[config.mk]
export PLATFORM = sky130hd
export DESIGN_NAME = us_data_aggregation
export DESIGN_NICKNAME = d
export VERILOG_FILES = /design/src/rtl/us_data_aggregation.sv
export SDC_FILE = /design/constraint.sdc
export NUM_CORES = 1
export LEC_CHECK = 0
export CAP_MARGIN = 30
export CORE_AREA = 2 2 474 476
export DETAILED_ROUTE_END_ITERATION = 6
export DIE_AREA = 0 0 476 478
export GPL_ROUTABILITY_DRIVEN = 0
export PLACE_DENSITY_LB_ADDON = 0.05
export SLEW_MARGIN = 10
export SYNTH_ARGS = -nofsm -noshare
export SYNTH_HDL_FRONTEND = slang
export SYNTH_SLANG_ARGS = --single-unit
[constraint.sdc]
create_clock -name sys_clk_i -period 3.9 [get_ports sys_clk_i]
set_input_delay 0.78 -clock sys_clk_i [delete_from_list [all_inputs] [get_ports sys_clk_i]]
set_output_delay 0.78 -clock sys_clk_i [all_outputs]
set_load 0.02 [all_outputs]
[src/rtl/us_data_aggregation.sv]
// Round-robin merge of the per-channel upstream FIFOs onto a single 128-bit link;
// each burst is preceded by one header beat carrying the channel's source ID.
module us_data_aggregation #(
  parameter int                        US_CHANNEL  = 8,
  parameter int                        BURST_BEATS = 16,
  parameter logic [8*US_CHANNEL-1:0]   CH_ID_TABLE = {8'h10, 8'h11, 8'h1c, 8'h1b,
                                                      8'h1a, 8'h19, 8'h18, 8'h17},
  parameter logic [7:0]                HOST_ID     = 8'h01,
  parameter logic [7:0]                DATA_TYPE   = 8'h02
) (
  input  logic                      sys_clk_i,
  input  logic                      rst_i,
  input  logic [US_CHANNEL-1:0]     us_burst_ready_i,
  input  logic [US_CHANNEL*128-1:0] us_fifo_dout_i,
  output logic [US_CHANNEL-1:0]     us_fifo_rd_en_o,
  input  logic                      us_burst_prog_full_i,
  output logic                      us_burst_valid_o,
  output logic [127:0]              us_burst_data_o,
  output logic                      us_burst_sop_o,
  output logic                      us_burst_eop_o,
  output logic [31:0]               us_burst_cnt_o
);

  localparam int GW = (US_CHANNEL > 1) ? $clog2(US_CHANNEL) : 1;
  localparam int BW = $clog2(BURST_BEATS);
  localparam logic [GW-1:0] LAST_CH   = GW'(US_CHANNEL - 1);
  localparam logic [BW-1:0] LAST_BEAT = BW'(BURST_BEATS - 1);
  localparam logic [15:0]   BYTE_LEN  = 16'(BURST_BEATS * 16);

  typedef enum logic [1:0] {IDLE = 2'd0, HEAD = 2'd1, DATA = 2'd2} state_e;

  state_e          state_q, state_d;
  logic [GW-1:0]   grant_q, grant_d;
  logic [GW-1:0]   last_grant_q, last_grant_d;
  logic [BW-1:0]   beat_cnt_q, beat_cnt_d;
  logic            valid_q, valid_d;
  logic            sop_q, sop_d;
  logic            eop_q, eop_d;
  logic [127:0]    data_q, data_d;
  logic [31:0]     cnt_q, cnt_d;
  logic [GW-1:0]   pick_s;
  logic [127:0]    header_s;

  // First requesting channel after `last`, wrapping; `last` itself is checked last.
  function automatic logic [GW-1:0] rr_pick(input logic [US_CHANNEL-1:0] req,
                                            input logic [GW-1:0] last);
    logic found;
    int   idx;
    rr_pick = last;
    found   = 1'b0;
    for (int i = 1; i <= US_CHANNEL; i++) begin
      idx = (int'(last) + i) % US_CHANNEL;
      if (!found && req[idx]) begin
        rr_pick = GW'(idx);
        found   = 1'b1;
      end
    end
  endfunction

  assign pick_s   = rr_pick(us_burst_ready_i, last_grant_q);
  assign header_s = {CH_ID_TABLE[{grant_q, 3'd0} +: 8], HOST_ID, DATA_TYPE,
                     8'(grant_q), BYTE_LEN, 80'h0};

  always_comb begin
    state_d      = state_q;
    grant_d      = grant_q;
    last_grant_d = last_grant_q;
    beat_cnt_d   = beat_cnt_q;
    valid_d      = 1'b0;
    sop_d        = 1'b0;
    eop_d        = 1'b0;
    data_d       = 128'h0;
    cnt_d        = cnt_q;
    case (state_q)
      IDLE: begin
        if ((|us_burst_ready_i) && !us_burst_prog_full_i) begin
          grant_d      = pick_s;
          last_grant_d = pick_s;
          beat_cnt_d   = '0;
          state_d      = HEAD;
        end else begin
          state_d = IDLE;
        end
      end
      HEAD: begin
        valid_d = 1'b1;
        sop_d   = 1'b1;
        data_d  = header_s;
        state_d = DATA;
      end
      DATA: begin
        valid_d    = 1'b1;
        data_d     = us_fifo_dout_i[{grant_q, 7'd0} +: 128];
        beat_cnt_d = beat_cnt_q + BW'(1);
        if (beat_cnt_q == LAST_BEAT) begin
          eop_d   = 1'b1;
          cnt_d   = cnt_q + 32'd1;
          state_d = IDLE;
        end else begin
          state_d = DATA;
        end
      end
      default: state_d = IDLE;
    endcase
  end

  // Pop is decoded straight from state so it drops in the very cycle reset is sampled.
  always_comb begin
    us_fifo_rd_en_o = '0;
    if (state_q == DATA && !rst_i) begin
      us_fifo_rd_en_o[grant_q] = 1'b1;
    end else begin
      us_fifo_rd_en_o = '0;
    end
  end

  always_ff @(posedge sys_clk_i) begin
    if (rst_i) begin
      state_q      <= IDLE;
      grant_q      <= '0;
      last_grant_q <= LAST_CH;
      beat_cnt_q   <= '0;
      valid_q      <= 1'b0;
      sop_q        <= 1'b0;
      eop_q        <= 1'b0;
      data_q       <= 128'h0;
      cnt_q        <= 32'h0;
    end else begin
      state_q      <= state_d;
      grant_q      <= grant_d;
      last_grant_q <= last_grant_d;
      beat_cnt_q   <= beat_cnt_d;
      valid_q      <= valid_d;
      sop_q        <= sop_d;
      eop_q        <= eop_d;
      data_q       <= data_d;
      cnt_q        <= cnt_d;
    end
  end

  assign us_burst_valid_o = valid_q;
  assign us_burst_sop_o   = sop_q;
  assign us_burst_eop_o   = eop_q;
  assign us_burst_data_o  = data_q;
  assign us_burst_cnt_o   = cnt_q;

endmodule

==> impl_metrics.yaml <==
cts:
  clock-sinks: 175
  insertion_delay_ns: 0.57
  clockBufferDepth: 2
  clk_pin_slew_ns: 0.08
  h-tree-depth: 4
  cts_tree: "yes"
  cts_setup_buffers: 0
  cts_root_buf: "clkbuf_16"
  cts_resized: 0
  cts_hold_buf: 0
  cts_made_buffers: 17
logic_synthesis:
  synth_top_area_share_pct: 44.7
  yosysSeqAreaShare_pct: 25.9
  synth_edf_count: 0
  synth_cell_type_count: 63
  synth_warnings: 0
  syn_area_um2: 13500
  yosys-top-cells-area: "mux4_2 45%, dfxtp_1 26%, nand2_1 7.6%"
  synth_ff_type: "dfxtp_1"
  postSynthNetCount: 2277
  async_flop_share_pct: 0
  synth-seq-cells: 175
  yosys.area.top_type: "mux4_2"
  yosysMostFrequentCell: "nand2_1"
  synthTopCellsByCount: "274 x nand2_1, 269 x mux4_2, 175 x dfxtp_1, 128 x a21oi_1, 70 x clkbuf_1"
  avgSynthCellArea_um2: 11.0
  netlist_instances: 1232
die:
  start_util_pct: 6.07
  die_width_um: 476
  rows: 174
  io_pins: 1206
  die_h_um: 478
  core_um2: 223000
  dieArea_um2: 228000
layout:
  synthToLayoutAreaGrowth_pct: 121
  multi_input_area_um2: 9500
  final_util_pct: 13.4
  drive_gt1_share_pct: 15.1
  n_fill_cell: 25200
  seq_area_um2: 3510
  fin_nets: 3418
sta:
  skew_ns: 0.0266
  setup-tns-final_ns: 0
  hold_viol: 0
  slew_violations: 0
  period_minus_slack_ns: 3.56
  rsz0062_at_grt: "no"
  worst_pin_slew_ns: 0.986
  hold_ws_ns: 0.498
  slew_headroom_pct: 34.3
  period_share_pct: 91.4
  finalSetupViolCount: 0
  fmax_ghz: 0.281
place:
  dpl.hpwl_mm: 146
  portBuffers: 1205
worst_setup_path:
  path_cells: "inv_1, ha_1, inv_1, nor2_1, nand2_1, nor3_1, clkdlybuf4s50_1"
  critPathCaptureType: "output port"
  cp.required_ns: 3.12
  r2r_slack_ns: 0.37
  cp-start-kind: "flop"
  cpMostUsedCell: "inv_1"
  arrival_ns: 2.78
  cp_max_fo: 9
  crit_type: "flop to output port"
  cpMaxStageDelayCell: "clkdlybuf4s50_1"
  max_stage_delay_ns: 0.65
global_routing:
  grt_max_degree: 92
  antenna_found_initial: 224
  grt_pass1_vias: 18100
  gr-usage-all-layers_pct: 14.3
  overflow: 0
  grt_pass1_wl_mm: 208
power:
  p_leak_nw: 9.45
  p_per_area_nw_per_um2: 330
  vdd_ir_drop_max_mv: 0.262
route:
  drc: 0
  routed_via_density: 3.15
  wire_per_inst_um: 31.1
  first_iter_violations: 771
  drt_wl_total_mm: 168
  vias: 17000
  first_pass_iters: 5
  ant_nets: 0
run:
  drv_cap: 0
hold_path:
  hold_path.class: "flop to flop"
status:
  status: "complete, no violations"
-- logic make-up after synthesis --
logic type | count (synthesis) | share of synthesized area (%)
mux | 301 | 47.2
compound gates | 182 | 7.81
fa+ha+maj | 10 | 0.924
buf+inv | 138 | 4.05
simple gates | 391 | 11.9
flops | 175 | 25.9
xor+xnor | 35 | 2.26
-- worst paths after layout --
check             startpoint                  to  cells past startpoint
max               state_q[0]  us_fifo_rd_en_o[0]                      7
min            beat_cnt_q[0]       beat_cnt_q[0]                      2
min reg2reg    beat_cnt_q[0]       beat_cnt_q[0]                      2
max reg2reg  last_grant_q[1]     last_grant_q[0]                      9
-- stage by stage --
stage	power (W)	std cells	area, um2	worst slack [ns]
floorplan	0.00531	1232	13500	0.758
global placement	0.00817	5346	29300	0.374
detailed placement	0.00813	5346	29300	0.367
CTS	0.0104	5378	29900	0.166
global route	0.0106	5386	29900	0.0276
finish	0.00989	5408	29900	0.336
-- layout by cell type (no fill, tap or decap), drive strengths merged, types with 7 or more instances in the layout --
master	netlist	layout
clkdlybuf4s50	0	1204
nor2	55	55
dfxtp	175	175
mux2i	26	26
diode	0	30
xor2	23	23
mux4	269	269
nor3	7	7
ha	10	10
nand2	274	274
clkbuf	71	19
xnor2	12	12
inv	13	16
nand4	7	7
nand3	19	19
buf	52	41
a21oi	128	128
o21ai	12	12
-- registers in the layout, summed over array words and instances (netlist names) --
signal,cells
beat_cnt_q,4
us_burst_data_o,128
us_burst_eop_o,1
us_burst_sop_o,1
us_burst_valid_o,1
last_grant_q,3
grant_q,3
us_burst_cnt_o,32
state_q,2
-- critical path: cells and delay by family (launching register included) --
kind	cells	cell delay, ns
adder cells (fa/ha/maj)	1	0.38
buffers and inverters	3	0.96
flip-flops	1	0.33
AND/OR/NAND/NOR	3	0.58
-- power breakdown --
| group | switching [W] | internal [W] |
|---|---|---|
| registers | 0.000131 | 0.00183 |
| clock network | 0.00110 | 0.000946 |
| logic | 0.00286 | 0.00303 |
| total | 0.00409 | 0.00580 |
-- routing by layer --
metal	global-route usage (%)	wire length [um]
met2	26.4	87400
met3	6.92	17100
met4	2.04	2820
met5	0	980
met1	14.7	59700
-- area by class of cell --
type                       count  share of cell area (%)
clock inverter                13                   0.422
timing repair buffer        1245                    41.6
sequential                   175                    11.7
multi-input combinational    919                    31.7
clock buffer                  19                    1.55
antenna                       30                   0.251
tap                         2992                    12.5
inverter                      15                   0.205
Note: power is estimated with default switching activity, not from simulation.
